==> src/rtl/id_stage.sv <==
// id_stage: RV32I-subset decode stage (R-ALU, I-ALU, LW, SW, BEQ).
// Holds the 32-entry register file, detects load-use hazards and drives the
// registered ID/EX pipeline register feeding EX.
// Optional build macro: RF_WB_BYPASS_EN. When defined, a write-back landing in
// the same cycle as an operand read is forwarded into the captured operand.
module id_stage #(
  parameter int WIDTH = 32,
  parameter int NREGS = 32
) (
  input  logic             clk,
  input  logic             rst,
  input  logic [31:0]      instruction,
  input  logic [WIDTH-1:0] PC,
  input  logic             if_valid,
  input  logic             stall,
  input  logic             flush,
  input  logic             wb_we,
  input  logic [4:0]       wb_rd,
  input  logic [WIDTH-1:0] wb_data,
  output logic             hazard_stall,
  output logic             ex_valid,
  output logic [WIDTH-1:0] ex_pc,
  output logic [WIDTH-1:0] ex_rs1_data,
  output logic [WIDTH-1:0] ex_rs2_data,
  output logic [WIDTH-1:0] ex_imm,
  output logic [4:0]       ex_rs1,
  output logic [4:0]       ex_rs2,
  output logic [4:0]       ex_rd,
  output logic [3:0]       ex_alu_op,
  output logic             ex_alu_src,
  output logic             ex_branch,
  output logic             ex_mem_read,
  output logic             ex_mem_write,
  output logic             ex_reg_write,
  output logic             ex_mem_to_reg,
  output logic             ex_illegal
);

  localparam logic [6:0] OP_R  = 7'b0110011;
  localparam logic [6:0] OP_I  = 7'b0010011;
  localparam logic [6:0] OP_LW = 7'b0000011;
  localparam logic [6:0] OP_SW = 7'b0100011;
  localparam logic [6:0] OP_B  = 7'b1100011;

  localparam logic [3:0] ALU_ADD = 4'd0, ALU_SUB = 4'd1, ALU_AND = 4'd2,
                         ALU_OR  = 4'd3, ALU_XOR = 4'd4, ALU_SLL = 4'd5,
                         ALU_SRL = 4'd6, ALU_SRA = 4'd7, ALU_SLT = 4'd8,
                         ALU_SLTU = 4'd9;

  typedef struct packed {
    logic             valid;
    logic [WIDTH-1:0] pc;
    logic [WIDTH-1:0] rs1_data;
    logic [WIDTH-1:0] rs2_data;
    logic [WIDTH-1:0] imm;
    logic [4:0]       rs1;
    logic [4:0]       rs2;
    logic [4:0]       rd;
    logic [3:0]       alu_op;
    logic             alu_src;
    logic             branch;
    logic             mem_read;
    logic             mem_write;
    logic             reg_write;
    logic             mem_to_reg;
    logic             illegal;
  } idex_t;

  // funct3 (plus the funct7[5] alternate bit) to ALU operation
  function automatic logic [3:0] alu_map(input logic [2:0] f3, input logic alt);
    case (f3)
      3'b000:  return alt ? ALU_SUB : ALU_ADD;
      3'b001:  return ALU_SLL;
      3'b010:  return ALU_SLT;
      3'b011:  return ALU_SLTU;
      3'b100:  return ALU_XOR;
      3'b101:  return alt ? ALU_SRA : ALU_SRL;
      3'b110:  return ALU_OR;
      default: return ALU_AND;
    endcase
  endfunction

  function automatic logic signed [WIDTH-1:0] imm_i(input logic [31:0] i);
    return {{(WIDTH-12){i[31]}}, i[31:20]};
  endfunction

  function automatic logic signed [WIDTH-1:0] imm_s(input logic [31:0] i);
    return {{(WIDTH-12){i[31]}}, i[31:25], i[11:7]};
  endfunction

  function automatic logic signed [WIDTH-1:0] imm_b(input logic [31:0] i);
    return {{(WIDTH-13){i[31]}}, i[31], i[7], i[30:25], i[11:8], 1'b0};
  endfunction

  logic [WIDTH-1:0] rf [NREGS];
  logic [6:0]       opcode, funct7;
  logic [2:0]       funct3;
  logic [4:0]       rs1, rs2, rd;
  logic [WIDTH-1:0] rd1, rd2;
  logic             rs2_used, legal;
  idex_t            dec_p0, idex_p1;

  assign opcode = instruction[6:0];
  assign rd     = instruction[11:7];
  assign funct3 = instruction[14:12];
  assign rs1    = instruction[19:15];
  assign rs2    = instruction[24:20];
  assign funct7 = instruction[31:25];

  // Register file: cleared on reset, x0 never written
  always_ff @(posedge clk) begin
    if (rst) begin
      for (int i = 0; i < NREGS; i++) rf[i] <= '0;
    end else if (wb_we && wb_rd != 5'd0) begin
      rf[wb_rd] <= wb_data;
    end
  end

  // Combinational operand read, optionally forwarding a same-cycle write-back
  always_comb begin
    rd1 = (rs1 == 5'd0) ? '0 : rf[rs1];
    rd2 = (rs2 == 5'd0) ? '0 : rf[rs2];
`ifdef RF_WB_BYPASS_EN
    if (wb_we && wb_rd != 5'd0 && wb_rd == rs1) rd1 = wb_data;
    if (wb_we && wb_rd != 5'd0 && wb_rd == rs2) rd2 = wb_data;
`endif
  end

  // Decode into the next ID/EX contents; unused indices/operands are zeroed
  always_comb begin
    dec_p0          = '0;
    rs2_used        = 1'b0;
    legal           = 1'b0;
    dec_p0.valid    = 1'b1;
    dec_p0.pc       = PC;
    dec_p0.rs1      = rs1;
    dec_p0.rs1_data = rd1;
    case (opcode)
      OP_R: begin
        legal = (funct7 == 7'h00) ||
                (funct7 == 7'h20 && (funct3 == 3'b000 || funct3 == 3'b101));
        dec_p0.alu_op    = alu_map(funct3, funct7[5]);
        dec_p0.reg_write = 1'b1;
        rs2_used         = 1'b1;
      end
      OP_I: begin
        if (funct3 == 3'b001)      legal = (funct7 == 7'h00);
        else if (funct3 == 3'b101) legal = (funct7 == 7'h00) || (funct7 == 7'h20);
        else                       legal = 1'b1;
        dec_p0.alu_op    = alu_map(funct3, (funct3 == 3'b101) && funct7[5]);
        dec_p0.alu_src   = 1'b1;
        dec_p0.reg_write = 1'b1;
        dec_p0.imm       = imm_i(instruction);
      end
      OP_LW: begin
        legal             = (funct3 == 3'b010);
        dec_p0.alu_src    = 1'b1;
        dec_p0.mem_read   = 1'b1;
        dec_p0.mem_to_reg = 1'b1;
        dec_p0.reg_write  = 1'b1;
        dec_p0.imm        = imm_i(instruction);
      end
      OP_SW: begin
        legal            = (funct3 == 3'b010);
        dec_p0.alu_src   = 1'b1;
        dec_p0.mem_write = 1'b1;
        dec_p0.imm       = imm_s(instruction);
        rs2_used         = 1'b1;
      end
      OP_B: begin
        legal         = (funct3 == 3'b000);
        dec_p0.alu_op = ALU_SUB;
        dec_p0.branch = 1'b1;
        dec_p0.imm    = imm_b(instruction);
        rs2_used      = 1'b1;
      end
      default: legal = 1'b0;
    endcase
    if (rs2_used) begin
      dec_p0.rs2      = rs2;
      dec_p0.rs2_data = rd2;
    end
    if (dec_p0.reg_write) dec_p0.rd = rd;
    if (!legal) begin
      dec_p0         = '0;
      dec_p0.valid   = 1'b1;
      dec_p0.pc      = PC;
      dec_p0.illegal = 1'b1;
      rs2_used       = 1'b0;
    end
  end

  assign hazard_stall = !flush && if_valid && idex_p1.valid && idex_p1.mem_read &&
                        (idex_p1.rd != 5'd0) &&
                        ((idex_p1.rd == rs1) || (idex_p1.rd == rs2 && rs2_used));

  // ---- ID/EX boundary: flush > stall > hazard/empty bubble > load ----
  always_ff @(posedge clk) begin
    if (rst || flush)                 idex_p1 <= '0;
    else if (stall)                   idex_p1 <= idex_p1;
    else if (hazard_stall || !if_valid) idex_p1 <= '0;
    else                              idex_p1 <= dec_p0;
  end

  assign ex_valid      = idex_p1.valid;
  assign ex_pc         = idex_p1.pc;
  assign ex_rs1_data   = idex_p1.rs1_data;
  assign ex_rs2_data   = idex_p1.rs2_data;
  assign ex_imm        = idex_p1.imm;
  assign ex_rs1        = idex_p1.rs1;
  assign ex_rs2        = idex_p1.rs2;
  assign ex_rd         = idex_p1.rd;
  assign ex_alu_op     = idex_p1.alu_op;
  assign ex_alu_src    = idex_p1.alu_src;
  assign ex_branch     = idex_p1.branch;
  assign ex_mem_read   = idex_p1.mem_read;
  assign ex_mem_write  = idex_p1.mem_write;
  assign ex_reg_write  = idex_p1.reg_write;
  assign ex_mem_to_reg = idex_p1.mem_to_reg;
  assign ex_illegal    = idex_p1.illegal;

endmodule

==> config.mk <==
export PLATFORM = sky130hd
export DESIGN_NAME = id_stage
export DESIGN_NICKNAME = d
export VERILOG_FILES = /design/src/rtl/id_stage.sv
export SDC_FILE = /design/constraint.sdc
export NUM_CORES = 2
export LEC_CHECK = 0
export CAP_MARGIN = 10
export CORE_MARGIN = 10
export CORE_UTILIZATION = 30
export CTS_CLUSTER_DIAMETER = 120
export DETAILED_ROUTE_END_ITERATION = 10
export SLEW_MARGIN = 15
export SYNTH_ARGS = -nofsm -noshare
export SYNTH_HDL_FRONTEND = slang
export SYNTH_SLANG_ARGS = --single-unit
==> constraint.sdc <==
create_clock -name clk -period 2.1 [get_ports clk]
set_input_delay 0.42 -clock clk [delete_from_list [all_inputs] [get_ports clk]]
set_output_delay 0.42 -clock clk [all_outputs]
set_load 0.05 [all_outputs]
==> results.yml <==
floorplan:
  die_h_um: 464
  rows: 162
  die_x_um: 464
  die-area_sq_mm: 0.215
  core_area_sq_mm: 0.195
  ios: 263
  initial_core_util_pct: 30.3
critical_path:
  critPathKind: "in2out"
  cp.arrival_ns: 2.10
  r2r_slack_ns: 0.06
  start_kind: "input port"
  timing.critical_path.buf_inv: 2
  required_ns: 1.68
  end_kind: "output port"
  max_stage_delay_ns: 0.49
  r2r_end: "ex_rs1_data[28]"
  crit_chain: "clkdlybuf4s50_1 -> nand2b_4 -> a2111oi_4 -> a41o_2 -> nor2_4 -> nor3_2 -> o21a_4 -> buf_12"
  slowest_stage: "clkdlybuf4s50_1"
  cp_top_family: "compound AO/OA/AOI/OAI gates"
  worstPathMaxFanout: 4
  reg2reg_depth: 6
  r2r-start: "rf[24][28]"
routing:
  wire_per_inst_um: 30.1
  via_per_inst: 5.49
  antenna_left: 0
  drc: 0
  drt_iter0_drc: 5114
  dr.pass1.iters: 5
  routed_wirelength_um: 220000
  num_vias: 40076
clock_network:
  htreeDepth: 4
  cts_tree: "built"
  clk_pin_slew_ns: 0.05
  insertion_delay_ns: 0.78
  clockRootBuffer: "clkbuf_16"
  ctsHoldBuffers: 0
  numCtsBuffers: 134
  clock-sinks: 1159
  clockBufferDepth: 3
cells_and_area:
  n_fill_cell: 18186
  top_register: "rf"
  utilization_pct: 38.1
  drive_gt1_share_pct: 32.0
  design_area_sq_mm: 0.0745
  layout_common_cells: "edfxtp_1, and2_1, buf_4"
  mostFrequentLayoutCell: "edfxtp_1"
  syn_to_final_growth_pct: 26.0
  layout.nets: 4657
  largest_reg_flops: 1024
yosys:
  ys_types: 63
  synth-edff-count: 1024
  ys_seq_area_share_pct: 56.6
  syn_inst: 4003
  ys_ff_latch: 1159
  synth_top_flop_cell: "edfxtp_1"
  syn_avg_cell_area_sq_um: 14.8
  syn_area_sq_mm: 0.0591
  synthArstFlopShare_pct: 0
  synth_area_leaders: "edfxtp_1, mux4_2, and2_1"
  yosysTopAreaCell: "edfxtp_1"
  ys_warn_count: 0
  synth_top_area_share_pct: 52.0
sta:
  min_period_ns: 2.52
  clock_skew_ns: 0.0325
  slew_viol_final: 0
  setup_violations: 1
  period_share_pct: 120
  fmax_ghz: 0.397
  rsz0062_at_grt: "yes"
  maxSlewHeadroom_pct: 60.0
  worst_pin_slew_ns: 0.600
  hold_slack_ns: 0.113
  worst_slack_ns: -0.416
  hold_violations: 0
global_route:
  use_met1_pct: 26.3
  grt_max_degree: 43
  top_usage_layer: "met2"
  antenna_found_initial: 22
  grt_pass1_vias: 40265
  met3_usage_pct: 5.17
  global_route.overflow_total: 0
  met2_usage_pct: 31.0
  grt_pass1_wl_um: 308000
  grtUsageTotal_pct: 19.7
min_path:
  hold_class: "in2reg"
  holdPathEnd: "ex_imm[3]"
  hold_depth: 3
  hp-start: "instruction[23]"
placement:
  placed_area_sq_mm: 0.0699
  place_congestion: 0.901
  hpwlAfterDp_um: 153000
  portBuffers: 262
  post-place-ws_ns: -0.797
run_status:
  status: "finished with violations"
  violations: "negative setup slack"
pwr:
  p_total_mw: 57.6
  leakage_nw: 26.7
  power.density_mw_per_mm2: 774
  max-vdd-ir-drop_mv: 0.832
run:
  maxCapViolCount: 0
==> area by class of cell <==
type	instances	area, sq um	area share (%)
Sequential cell	1159	33500	44.9
Multi-Input combinational cell	2439	24300	32.6
Timing Repair Buffer	815	9000	12.1
Clock buffer	179	3650	4.90
Tap cell	2624	3280	4.41
Clock inverter	68	758	1.02
Antenna cell	12	30.0	0.0403
Inverter	1	3.75	0.00504
==> layer usage <==
layer / up-vias / share of wire (%)
li1: 16444 / -
met1: 20776 / 40
met2: 2451 / 46
met3: 393 / 11
met4: 12 / 3.7
met5: - / 0.037
==> metrics by stage <==
stage                     cells  TNS (ns)
after detailed placement   7029   -801.33
final                      7297    -0.416
after floorplan            4034     -5.02
after global placement     7029   -771.34
after CTS                  7283    -0.466
after global routing       7285    -0.509
==> synth_stat cells (3+ instances only) <==
| cell type | instances |
|---|---|
| o221ai_1 | 32 |
| o21ai_0 | 38 |
| edfxtp_1 | 1024 |
| o22ai_1 | 41 |
| buf_2 | 76 |
| mux4_1 | 24 |
| nand3_1 | 4 |
| o21ai_1 | 30 |
| nor2b_1 | 7 |
| mux2i_1 | 192 |
| buf_4 | 34 |
| a221oi_2 | 7 |
| or2_2 | 31 |
| a21oi_1 | 43 |
| a22o_1 | 88 |
| nor2_1 | 50 |
| clkbuf_1 | 293 |
| nor3b_1 | 3 |
| a221oi_1 | 25 |
| or3_1 | 3 |
| a22oi_1 | 93 |
| buf_6 | 18 |
| buf_1 | 14 |
| mux2_2 | 64 |
| nand3b_1 | 8 |
| xor2_1 | 11 |
| nand2_1 | 107 |
| and2_1 | 995 |
| mux4_2 | 424 |
| a211oi_1 | 33 |
| nor2_2 | 3 |
| dfxtp_1 | 135 |
| nor3_1 | 8 |
| nand2b_1 | 9 |
==> where the power goes <==
group	leakage, nW	switching, mW	internal (mW)
clock network	2.14	9.98	13.7
registers	10.8	0.620	26.2
logic	13.8	3.82	3.32
==> worst min-delay path: cells and delay by family <==
family | cells | cell delay, ns
AO/OA/AOI/OAI | 2 | 0.25
buffers and inverters | 1 | 0.16
==> timing repair <==
item | in CTS | in global routing
resized for setup | 170 | 29
setup endpoints to repair | 74 | 22
setup buffers | 7 | 3
pin swaps | 13 | 3
==> cells by family after synthesis <==
family	Yosys count	synth area share (%)
simple gates	1243	12.6
xor+xnor	11	0.163
other cells	1	0.00634
flops	1159	56.6
compound gates	449	5.64
mux	704	21.7
buf+inv	436	3.37
==> worst max path at each step <==
| stage | to | cells after the start | slack, ns | start |
|---|---|---|---|---|
| finish | hazard_stall | 8 | -0.42 | instruction[6] |
| global route | hazard_stall | 6 | -0.51 | ex_rd[3] |
| CTS | hazard_stall | 6 | -0.47 | ex_rd[3] |
| detailed placement | ex_imm[6] | 10 | -0.80 | instruction[27] |
| global placement | ex_imm[5] | 10 | -0.83 | instruction[28] |
| floorplan | ex_rs1_data[16] | 7 | -0.05 | instruction[15] |
Power figures use the tool's default switching activity.
